$ cat src/rtl/inst_loader.sv
// inst_loader: byte-stream program loader placed in front of simple_cpu.
// Accepts LEN_LO, LEN_HI (word count N), 4*N data bytes (words sent LSB first)
// and a trailing XOR checksum of the data bytes. Assembled 32-bit words are
// written to instruction memory from word address 0. The CPU is held in reset
// until the whole stream has been received and the checksum matched.
//
// Ports:
//   clk, rstn          clock, synchronous active-low reset
//   in_valid/in_data   byte stream input; transfer on in_valid && in_ready
//   in_ready           loader can accept a byte
//   imem_we/addr/wdata registered one-cycle instruction memory write
//   cpu_rstn           active-low reset to the CPU, high only after a good load
//   load_done          sticky: load finished with a matching checksum
//   load_err           sticky: bad length or checksum mismatch
//   words_loaded       number of words written so far
module inst_loader #(
  parameter int DEPTH = 64,
  parameter int AW    = 6
) (
  input  logic          clk,
  input  logic          rstn,
  input  logic          in_valid,
  input  logic [7:0]    in_data,
  output logic          in_ready,
  output logic          imem_we,
  output logic [AW-1:0] imem_addr,
  output logic [31:0]   imem_wdata,
  output logic          cpu_rstn,
  output logic          load_done,
  output logic          load_err,
  output logic [AW:0]   words_loaded
);

  typedef enum logic [2:0] {
    S_IDLE, S_LEN0, S_LEN1, S_DATA, S_SUM, S_DONE, S_ERR
  } state_t;

  localparam logic [AW:0] WORD_ONE = 1;

  state_t        state_q, state_d;
  logic [15:0]   len_q, len_d;
  logic [1:0]    byte_idx_q, byte_idx_d;
  logic [23:0]   word_q, word_d;        // low three bytes of the word in flight
  logic [7:0]    xor_q, xor_d;
  logic [AW:0]   words_q, words_d;
  logic          we_q, we_d;
  logic [AW-1:0] addr_q, addr_d;
  logic [31:0]   wdata_q, wdata_d;
  logic          ready_q, ready_d;
  logic          done_q, done_d;
  logic          err_q, err_d;
  logic          cpu_rstn_q, cpu_rstn_d;

  logic          fire;
  logic [15:0]   len_full;

  // ready_q already encodes "state is LEN0/LEN1/DATA/SUM", so it gates the handshake.
  assign fire     = in_valid && ready_q;
  assign len_full = {in_data, len_q[7:0]};

  always_comb begin
    state_d    = state_q;
    len_d      = len_q;
    byte_idx_d = byte_idx_q;
    word_d     = word_q;
    xor_d      = xor_q;
    words_d    = words_q;
    we_d       = 1'b0;
    addr_d     = addr_q;
    wdata_d    = wdata_q;

    case (state_q)
      S_IDLE: state_d = S_LEN0;
      S_LEN0: begin
        if (fire) begin
          len_d[7:0] = in_data;
          state_d    = S_LEN1;
        end
      end
      S_LEN1: begin
        if (fire) begin
          len_d = len_full;
          if (len_full == 16'd0 || len_full > 16'(DEPTH)) begin
            state_d = S_ERR;
          end else begin
            state_d = S_DATA;
          end
        end
      end
      S_DATA: begin
        if (fire) begin
          xor_d      = xor_q ^ in_data;
          byte_idx_d = byte_idx_q + 2'd1;
          for (int b = 0; b < 3; b++) begin
            if (byte_idx_q == 2'(b)) begin
              word_d[8*b +: 8] = in_data;
            end
          end
          if (byte_idx_q == 2'd3) begin
            // Fourth byte completes the word: write it at the current count.
            we_d    = 1'b1;
            addr_d  = words_q[AW-1:0];
            wdata_d = {in_data, word_q};
            words_d = words_q + WORD_ONE;
            if (16'(words_q) + 16'd1 == len_q) begin
              state_d = S_SUM;
            end
          end
        end
      end
      S_SUM: begin
        if (fire) begin
          state_d = (in_data == xor_q) ? S_DONE : S_ERR;
        end
      end
      S_DONE:  state_d = S_DONE;
      S_ERR:   state_d = S_ERR;
      default: state_d = S_IDLE;
    endcase

    // Status outputs are registered from the next state so they change on the
    // same edge as the state transition that causes them.
    ready_d    = (state_d == S_LEN0) || (state_d == S_LEN1) ||
                 (state_d == S_DATA) || (state_d == S_SUM);
    done_d     = (state_d == S_DONE);
    err_d      = (state_d == S_ERR);
    cpu_rstn_d = (state_d == S_DONE);
  end

  always_ff @(posedge clk) begin
    if (!rstn) begin
      state_q    <= S_IDLE;
      len_q      <= '0;
      byte_idx_q <= '0;
      word_q     <= '0;
      xor_q      <= '0;
      words_q    <= '0;
      we_q       <= 1'b0;
      addr_q     <= '0;
      wdata_q    <= '0;
      ready_q    <= 1'b0;
      done_q     <= 1'b0;
      err_q      <= 1'b0;
      cpu_rstn_q <= 1'b0;
    end else begin
      state_q    <= state_d;
      len_q      <= len_d;
      byte_idx_q <= byte_idx_d;
      word_q     <= word_d;
      xor_q      <= xor_d;
      words_q    <= words_d;
      we_q       <= we_d;
      addr_q     <= addr_d;
      wdata_q    <= wdata_d;
      ready_q    <= ready_d;
      done_q     <= done_d;
      err_q      <= err_d;
      cpu_rstn_q <= cpu_rstn_d;
    end
  end

  assign in_ready     = ready_q;
  assign imem_we      = we_q;
  assign imem_addr    = addr_q;
  assign imem_wdata   = wdata_q;
  assign cpu_rstn     = cpu_rstn_q;
  assign load_done    = done_q;
  assign load_err     = err_q;
  assign words_loaded = words_q;

endmodule

$ cat config.mk
export PLATFORM = sky130hd
export DESIGN_NAME = inst_loader
export DESIGN_NICKNAME = d
export VERILOG_FILES = /design/src/rtl/inst_loader.sv
export SDC_FILE = /design/constraint.sdc
export NUM_CORES = 1
export LEC_CHECK = 0
export BUFFER_PORTS_ARGS = -buffer_cell sky130_fd_sc_hd__buf_4
export CAP_MARGIN = 20
export CELL_PAD_IN_SITES_DETAIL_PLACEMENT = 1
export CELL_PAD_IN_SITES_GLOBAL_PLACEMENT = 1
export CORE_ASPECT_RATIO = 0.5
export CORE_MARGIN = 5
export CORE_UTILIZATION = 42
export CTS_CLUSTER_SIZE = 30
export DETAILED_ROUTE_END_ITERATION = 10
export PLACE_DENSITY = 0.87
export SYNTH_ARGS = -nofsm -noshare
export SYNTH_HDL_FRONTEND = slang
export SYNTH_SLANG_ARGS = --single-unit
$ cat constraint.sdc
create_clock -name clk -period 2.45 [get_ports clk]
set_clock_uncertainty 0.1 [all_clocks]
set_input_delay 0.49 -clock clk [delete_from_list [all_inputs] [get_ports clk]]
set_output_delay 0.49 -clock clk [all_outputs]
set_load 0.01 [all_outputs]
==> results of run 1 <==
==> registers in the layout, summed over array words and instances (netlist names) <==
register and flops:
imem_we 1, xor_q 8, imem_wdata 32, words_loaded 7
imem_addr 6, cpu_rstn 1, load_err 1, in_ready 1
byte_idx_q 2, state_q 3, word_q 24, len_q 16
==> stage by stage <==
stage	worst slack, ns	utilization	power, W	hold slack [ns]	cell area [sq um]
global route	0.0648	0.528	0.00346	0.305	5070
CTS	0.148	0.528	0.00337	0.288	5070
global placement	0.280	0.497	0.00191	0.342	4770
floorplan	0.388	-	0.00186	0.332	4220
finish	0.191	0.528	0.00334	0.299	5070
detailed placement	0.218	0.497	0.00192	0.348	4770
==> cell families (layout without fill, tap and decap cells) <==
kind of cell,Yosys count,in the layout
flip-flops,102,102
XOR/XNOR,30,30
multiplexers,17,17
buffers and inverters,46,92
AO/OA/AOI/OAI,81,81
adder cells (fa/ha/maj),5,5
AND/OR/NAND/NOR,228,228
==> worst register-to-register path, cell delays in order (launching register included) <==
cell	delay (ns)
dfxtp_1	0.46
ha_1	0.32
xnor2_1	0.19
nand4_1	0.12
nor2_1	0.17
o2111ai_1	0.24
o22a_2	0.30
a2111oi_4	0.26
==> Yosys cell counts, types with 2 or more instances <==
library cell | n | area (sq um)
o21ai_0 | 2 | 10.0
nor3_1 | 5 | 25.0
clkbuf_1 | 28 | 105
a21oi_1 | 64 | 320
buf_2 | 4 | 20.0
inv_1 | 4 | 15.0
nand4_1 | 2 | 12.5
xor2_1 | 15 | 131
nand4b_1 | 3 | 26.3
o31a_1 | 2 | 17.5
buf_1 | 5 | 18.8
nand3_1 | 31 | 155
o21a_1 | 2 | 15.0
xnor2_1 | 15 | 131
nand2_1 | 126 | 473
ha_1 | 5 | 62.6
nor2_1 | 44 | 165
mux2i_1 | 17 | 170
dfxtp_1 | 102 | 2040
nor4_1 | 3 | 18.8
and2_1 | 4 | 25.0
==> per-layer routing <==
layer	GRT usage	part of all wire	vias up
li1	-	-	1767
met1	0.256	0.44	1791
met2	0.358	0.50	62
met3	0.0507	0.048	16
met4	0.0573	0.013	0
met5	0	0	-
==> path summary, 6_finish.rpt <==
kind                        start       endpoint  slack (ns)  cells past startpoint
setup / recovery  words_loaded[1]       cpu_rstn        0.19                      7
hold / removal               rstn     state_q[0]        0.30                      2
setup reg to reg  words_loaded[1]       cpu_rstn        0.19                      7
hold reg to reg     imem_wdata[8]  imem_wdata[8]        0.35                      2
==> final cells by class <==
cell class	instances	area [sq um]	share of cell area
clock inverter	7	73.8	0.0146
inverter	5	18.8	0.00370
clock buffer	9	225	0.0444
sequential	102	2040	0.403
multi-input combinational	361	1980	0.391
timing repair buffer	71	558	0.110
tap	135	169	0.0333
==> power groups by stage <==
| stage | registers, W | clock network (W) | logic [W] |
|---|---|---|---|
| 6_report | 0.00170 | 0.00146 | 0.000188 |
| 5_1_grt | 0.00170 | 0.00156 | 0.000203 |
| 4_1_cts | 0.00170 | 0.00148 | 0.000189 |
| 3_5_place_dp | 0.00174 | 0 | 0.000184 |
| 3_3_place_gp | 0.00173 | 0 | 0.000179 |
| 2_1_floorplan | 0.00173 | 0 | 0.000132 |
==> impl_results.md, run 1 <==
* Status: complete, no violations
* H-tree level count at 3
* Row cnt at 25
* Min Tclk post-route at 2.26 ns
* Finished Layout Cells at 690
* Crit path kind: reg -> reg
* Layout cell share with drive strength beyond 1 at 0.178
* Flop and latch count out of synthesis at 102
* Crit-path max FO at 6
* Post-synthesis cell area at 4220 sq um
* Ant. Diodes at 0
* Placed cell count at 674
* First-pass GRT wire length at 19500 um
* Clock buffer depth at 2
* Final WL at 11900 um
* Finish-stage setup viols at 0
* Post-synth EDFFs at 0
* Synthesized-area fraction occupied by xor and xnor cells at 0.0623
* CP Data Required Time at 2.61 ns
* DR vias at 3636
* Initial core utilization at 0.439
* GR Overflow Total at 0
* Vias in the first global route at 3751
* Skew-Pair Late Insertion Delay at 0.35 ns
* Core Box Area at 9600 sq um
* Clock power share at 0.436
* Worst Tran Pin Value at 0.575 ns
* Most common cell after layout, fill and taps aside: nand2_1
* Net count after synthesis at 525
* DRT iter0 DRCs at 183
* CTS Buf Count at 9
* Placer congestion estimate at 0.809
* Syn_area_per_cell at 8.29 sq um
* RSZ-0062 raised after global routing: no
* Port Buffers at 60
* CTS tree: done
* Fin nets at 566
* Resized cells post-CTS at 0
* Postcts setup bufs at 0
* Worst-path clk slew at 0.07 ns
* Fin. Hold Viols at 0
* Sequential share of power at 0.508
* Filler cells at 1171
* Chip height at 80.9 um
* Max-slew violation count at 0
* CP delay by family, top: compound AO/OA/AOI/OAI gates
* Crit-path cells: ha_1, xnor2_1, nand4_1, nor2_1, o2111ai_1, o22a_2, a2111oi_4
* Netlist cell types at 47
* Combinational share of power at 0.056
* Crit path DAT at 2.42 ns
* Post-Synth Simple-Gate Area at 0.235
* Critical path buffers and inverters at 0
* Aggregate global-route resource usage at 0.206
* # hold bufs at CTS at 0
* Die W at 152 um
* Root Driver: clkbuf_16
* Initial antenna violation count at 0
* TNS Setup at 0 ns
* Max-Cap Viols at 0
* Crit share post-route at 0.922
* Worst min path class: in -> reg
* Switching share of total power at 0.239
* Top Ports at 61
* Post-route ant nets at 0
* P_sw at 0.000800 W
* Routed wire per std cell at 17.2 um
* CP Capture Type: flop
* CP Launch Type: flop
* Post-DR vias/cell at 5.27
* Sequential share of the synthesized area at 0.484
* Drt drc at 0
* Synth Area in Adders at 0.0148
* Ys flop type: dfxtp_1
* Compound-Gate Fraction of Synth Area at 0.116
* Worst vdd ir at 0.341 mV
* Area grow syn2layout at 20.2%
* Cell Pwr Density at 660 nW/um^2
* Drt pass-1 iters at 4
* Yosys warns at 0
* Detailed Place HPWL at 7970 um
* Fraction of registers with async set/reset at 0
* Synth Instances at 509
* Max incr delay on CP at 0.46 ns
* Die footprint at 12300 sq um
* Slowest stage cell, crit path: dfxtp_1
* Largest net degree at the start of global routing at 48
* Cell Int Power at 0.00254 W
* Post-synthesis mux area share at 0.0403
* Fmax at 443 MHz
* Commonest non-fill, non-tap cells in the layout: nand2_1, dfxtp_1, buf_4
* Largest family of logic cells by synthesized area: simple AND/OR/NAND/NOR gates
* Relative slew slack at 0.611
* Clock sinks at 102
* Static leakage at 1.84 nW
Note: power is estimated with default switching activity, not from simulation.
==> run 2: changes to the inputs <==
SKIP_CTS_REPAIR_TIMING = 1   (was unset)
SKIP_LAST_GASP = 1   (was unset)
clock period = 2.5 ns   (was 2.45 ns; I/O delays follow)
==> run 2 against run 1 <==
Effect of this change: final cell count is 0.29% lower; die area is the same; count of clock-buffer cells in the layout increased by 2; largest power group unchanged; highest routed layer unchanged.
==> impl_results.md, run 2 (same netlist as run 1, synthesis figures left out) <==
* Crit-path max FO at 7
* Largest net degree at the start of global routing at 81
* Worst-path clk slew at 0.07 ns
* RR Endpoint: cpu_rstn
* Min Tclk post-route at 2.25 ns
* CP Launch Type: flop
* Placer congestion estimate at 0.833
* TNS Setup at 0 ns
* Crit path DAT at 2.40 ns
* CP Data Required Time at 2.65 ns
* Vias in the first global route at 3660
* CTS tree: done
* Max incr delay on CP at 0.48 ns
* Layout cell share with drive strength beyond 1 at 0.172
* Crit share post-route at 0.900
* Post-route cell area at 5030 sq um
* Placed cell areas at 4750 sq um
* Aggregate global-route resource usage at 0.197
* Fin nets at 564
* Crit-path cells: ha_1, nand3_1, nor2_1, xnor2_1, o2111ai_1, o22a_2, a2111oi_4
* Initial core utilization at 0.439
* M1 WL at 5270 um
* Max-Cap Viols at 0
* Met2 WL at 5510 um
* Core Box Area at 9600 sq um
* Crit path kind: reg -> reg
* CTS Buf Count at 9
* Critical path buffers and inverters at 0
* Finish-stage setup viols at 0
* Die W at 152 um
* Most common cell after layout, fill and taps aside: nand2_1
* Port Buffers at 60
* Worst Tran Pin Value at 0.662 ns
* Worst min path class: in -> reg
* Max reg flops at 32
* Final worst slack at 0.251 ns
* RSZ-0062 raised after global routing: no
* Area grow syn2layout at 19.3%
* H-tree level count at 3
* Met3 WL post-DR at 475 um
* First-pass GRT wire length at 18900 um
* GR Overflow Total at 0
* Drt pass-1 iters at 4
* Drt drc at 0
* DRT iter0 DRCs at 164
* Fin. Hold Viols at 0
* Crit. path cell count at 7
* Slowest stage cell, crit path: dfxtp_1
* Ant. Diodes at 0
* Static leakage at 1.82 nW
* Final WL at 11400 um
* Detailed Place HPWL at 7920 um
* Setup crit end: cpu_rstn
* Fmax at 445 MHz
* Top Ports at 61
* Pre-CTS setup slack at 0.248 ns
* Post-DR vias/cell at 5.22
* Highest metal used: met4
* Clock buffer depth at 2
* Skew-Pair Late Insertion Delay at 0.35 ns
* Initial antenna violation count at 0
* Post-route ant nets at 0
* DR vias at 3589
* Die footprint at 12300 sq um
* Crit path launch: words_loaded[0]
* R2R cell count at 7
* Chip height at 80.9 um
* Row cnt at 25
* Reg2Reg Launch Point: words_loaded[0]
* CP Capture Type: flop
* Cell Pwr Density at 629 nW/um^2
* Reg2Reg Setup Slack at 0.25 ns
* Root Driver: clkbuf_16
* CP delay by family, top: compound AO/OA/AOI/OAI gates
* Routed wire per std cell at 16.5 um
* Worst vdd ir at 0.345 mV
* Clock sinks at 102
* Status: complete, no violations
* Max-slew violation count at 0
* Commonest non-fill, non-tap cells in the layout: nand2_1, dfxtp_1, buf_4
* Relative slew slack at 0.558
-- run 2: how the worst min path moves through the flow --
stage,end,startpoint,cells after the start
5_1_grt,state_q[0],rstn,2
3_5_place_dp,word_q[9],word_q[9],2
2_1_floorplan,imem_wdata[0],word_q[0],2
3_3_place_gp,imem_wdata[4],word_q[4],2
4_1_cts,state_q[0],rstn,2
6_report,state_q[0],rstn,2
-- run 2: final cells by class --
| type | instances | area, sq um |
|---|---|---|
| multi-input cells | 361 | 1980 |
| clock inverters | 5 | 35.0 |
| fillers | 1177 | 4570 |
| flip-flops and latches | 102 | 2040 |
| inverters | 5 | 18.8 |
| well taps | 135 | 169 |
| repair buffers | 69 | 543 |
| clock buffers | 11 | 243 |
-- run 2: stage by stage --
step                      utilization  instances  power [W]  hold slack, ns
after floorplan                     -        509    0.00182           0.332
after global placement          0.495        672    0.00187           0.342
after detailed placement        0.495        672    0.00188           0.348
after CTS                       0.524        688    0.00318           0.305
after global routing            0.524        688    0.00329           0.303
final                           0.524        688    0.00316           0.315
-- run 2: report_power, final --
group | total, W | internal [W] | switching (W)
Sequential | 0.00166 | 0.00164 | 0.0000245
Combinational | 0.000179 | 0.0000708 | 0.000108
Clock | 0.00132 | 0.000703 | 0.000617
Total | 0.00316 | 0.00241 | 0.000750
-- run 2: layer usage --
layer,track usage,vias up
met4,0.0556,0
met1,0.256,1764
met2,0.330,54
met5,0,-
met3,0.0491,12
li1,-,1759
==> run 3: changes to the inputs <==
ABC_AREA = 1   (was unset)
CORE_UTILIZATION = 40   (was 42)
PLACE_DENSITY = 0.85   (was 0.87)
clock period = 2.2 ns   (was 2.5 ns; I/O delays follow)
==> run 3 against run 2 <==
Effect of this change: final cell count grew 8.3%; combinational power grew 26%; register-to-register slack is essentially flat; first-iteration DRC count grew 3.0%; flip-flop and latch count is the same; die area grew 3.7%; routed wire length grew 2.4%; fmax grew 15%; critical endpoint unchanged; largest power group unchanged.
==> impl_results.md, run 3 <==
* Worst Tran Pin Value at 0.460 ns
* Detailed Place HPWL at 7960 um
* Initial antenna violation count at 0
* Crit path DAT at 2.14 ns
* Row cnt at 26
* Filler cells at 1285
* Crit path kind: reg -> reg
* DRT iter0 DRCs at 169
* Status: complete, no violations
* Die W at 155 um
* Hold depth at 3
* Root Driver: clkbuf_16
* Placed cell count at 729
* Post-DR vias/cell at 4.99
* Die footprint at 12700 sq um
* Cell Pwr Density at 763 nW/um^2
* Routed wire per std cell at 15.6 um
* Post-route ant nets at 0
* Finish-stage setup viols at 0
* CTS Buf Count at 9
* TNS Setup at 0 ns
* Fin nets at 616
* Hold Startpoint: in_data[0]
* Placer congestion estimate at 0.784
* Clock sinks at 102
* Area contributors post-synth: dfxtp_1, nor2_1, o21ai_0, a21oi_1, nand2_1
* Post-synth EDFFs at 0
* Crit share post-route at 0.886
* Finished Layout Cells at 745
* Layout cell share with drive strength beyond 1 at 0.183
* Chip height at 82.3 um
* RSZ-0062 raised after global routing: no
* H-tree level count at 3
* Yosys warns at 0
* Crit-path max FO at 6
* Reg2Reg Setup Slack at 0.25 ns
* Ys flop type: dfxtp_1
* Crit path launch: words_loaded[1]
* Crit-path cells: ha_1, nand2_1, nand2_1, nor2_1, nand2_1, nor2_1, nand3_1, nor2_4, nand3_2, nand2_2, and2_4, nand2_2, nor2_2
* Synth Instances at 553
* Yosys top cell area share at 0.488
* Commonest cells in the netlist: nor2_1, dfxtp_1, o21ai_0, nand2_1, a21oi_1
* Highest metal used: met4
* DR vias at 3719
* Most frequent cell after synthesis: nor2_1
* Met3 WL post-DR at 420 um
* Static leakage at 2.31 nW
* Max incr delay on CP at 0.44 ns
* Aggregate global-route resource usage at 0.190
* Slowest stage cell, crit path: dfxtp_1
* Max-Cap Viols at 0
* GR Overflow Total at 0
* CP Data Required Time at 2.39 ns
* Most common cell after layout, fill and taps aside: nor2_1
* Synth area leader: dfxtp_1
* Net count after synthesis at 569
* Netlist cell types at 32
* Flop and latch count out of synthesis at 102
* Drt drc at 0
* Final WL at 11700 um
* Worst-path clk slew at 0.07 ns
* CTS tree: done
* Fraction of registers with async set/reset at 0
* CP most frequent cell: nand2_1
* Post-synthesis cell area at 4180 sq um
* CP Capture Type: flop
* M1 WL at 5350 um
* Reg area at 2040 sq um
* Largest net degree at the start of global routing at 50
* Sequential share of the synthesized area at 0.488
* Relative slew slack at 0.694
* Area grow syn2layout at 21.0%
* R2R cell count at 13
* Top Ports at 61
* Vias in the first global route at 3840
* Syn_area_per_cell at 7.56 sq um
* Min Tclk post-route at 1.95 ns
* Fmax at 513 MHz
* Worst min path class: in -> reg
* Sink of the worst hold path: imem_wdata[24]
* RR Endpoint: cpu_rstn
* Initial core utilization at 0.409
* Skew-Pair Late Insertion Delay at 0.35 ns
* Core Box Area at 10200 sq um
* Met2 WL at 5720 um
* Reg2Reg Launch Point: words_loaded[1]
* First-pass GRT wire length at 19100 um
* Critical path buffers and inverters at 0
* Multi-input gate area at 1830 sq um
* CP Launch Type: flop
* Fin. Hold Viols at 0
* Commonest non-fill, non-tap cells in the layout: nor2_1, dfxtp_1, o21ai_0
* Worst vdd ir at 0.332 mV
* Ant. Diodes at 0
* Max reg flops at 32
* Max-slew violation count at 0
* Port Buffers at 60
* Clock buffer depth at 2
* CP delay by family, top: simple AND/OR/NAND/NOR gates
* Drt pass-1 iters at 4
==> run 3: through the flow <==
stage	setup slack [ns]	hold WS [ns]	utilization	cell area [sq um]	total power [W]
2_1_floorplan	0.467	0.350	-	4180	0.00207
3_3_place_gp	0.307	0.359	0.463	4730	0.00214
3_5_place_dp	0.232	0.371	0.463	4730	0.00215
4_1_cts	0.228	0.324	0.495	5060	0.00389
5_1_grt	0.0408	0.349	0.495	5060	0.00399
6_report	0.250	0.337	0.495	5060	0.00386
==> run 3: layout make-up <==
class,count,share of cell area
Timing Repair Buffer,67,0.104
Multi-Input combinational cell,380,0.361
Clock inverter,7,0.0210
Sequential cell,102,0.404
Clock buffer,9,0.0445
Tap cell,140,0.0346
Inverter,40,0.0307
==> run 3: power breakdown <==
group	internal [W]	switching, W	total [W]
sequential	0.00187	0.0000164	0.00188
combinational	0.0000767	0.000149	0.000225
clock	0.00101	0.000740	0.00175
==> run 3: per-layer routing <==
| metal | track usage | up-vias |
|---|---|---|
| met5 | 0 | - |
| met4 | 0.0599 | 0 |
| met3 | 0.0432 | 14 |
| met2 | 0.345 | 58 |
| met1 | 0.228 | 1774 |
| li1 | - | 1873 |
==> run 3: worst max-delay path by stage <==
stage / endpoint / slack, ns / cells past startpoint
after floorplan: cpu_rstn / 0.47 / 13
after global placement: cpu_rstn / 0.31 / 10
after detailed placement: load_err / 0.23 / 10
after CTS: cpu_rstn / 0.23 / 13
after global routing: load_err / 0.04 / 12
final: cpu_rstn / 0.25 / 13
==> run 3: cell families (layout without fill, tap and decap cells) <==
group           Yosys count  after routing  synth area share
flops                   102            102             0.488
simple gates            226            226             0.235
compound gates          141            141             0.171
buf+inv                  71            123            0.0742
xor+xnor                  8              8            0.0168
fa+ha+maj                 5              5            0.0150
==> run 3: worst register-to-register path: stages, from the launching register on <==
cell and delay (ns):
dfxtp_1 0.44, ha_1 0.29, nand2_1 0.09, nand2_1 0.06
nor2_1 0.08, nand2_1 0.07, nor2_1 0.08, nand3_1 0.11
nor2_4 0.12, nand3_2 0.08, nand2_2 0.10, and2_4 0.16
nand2_2 0.05, nor2_2 0.06
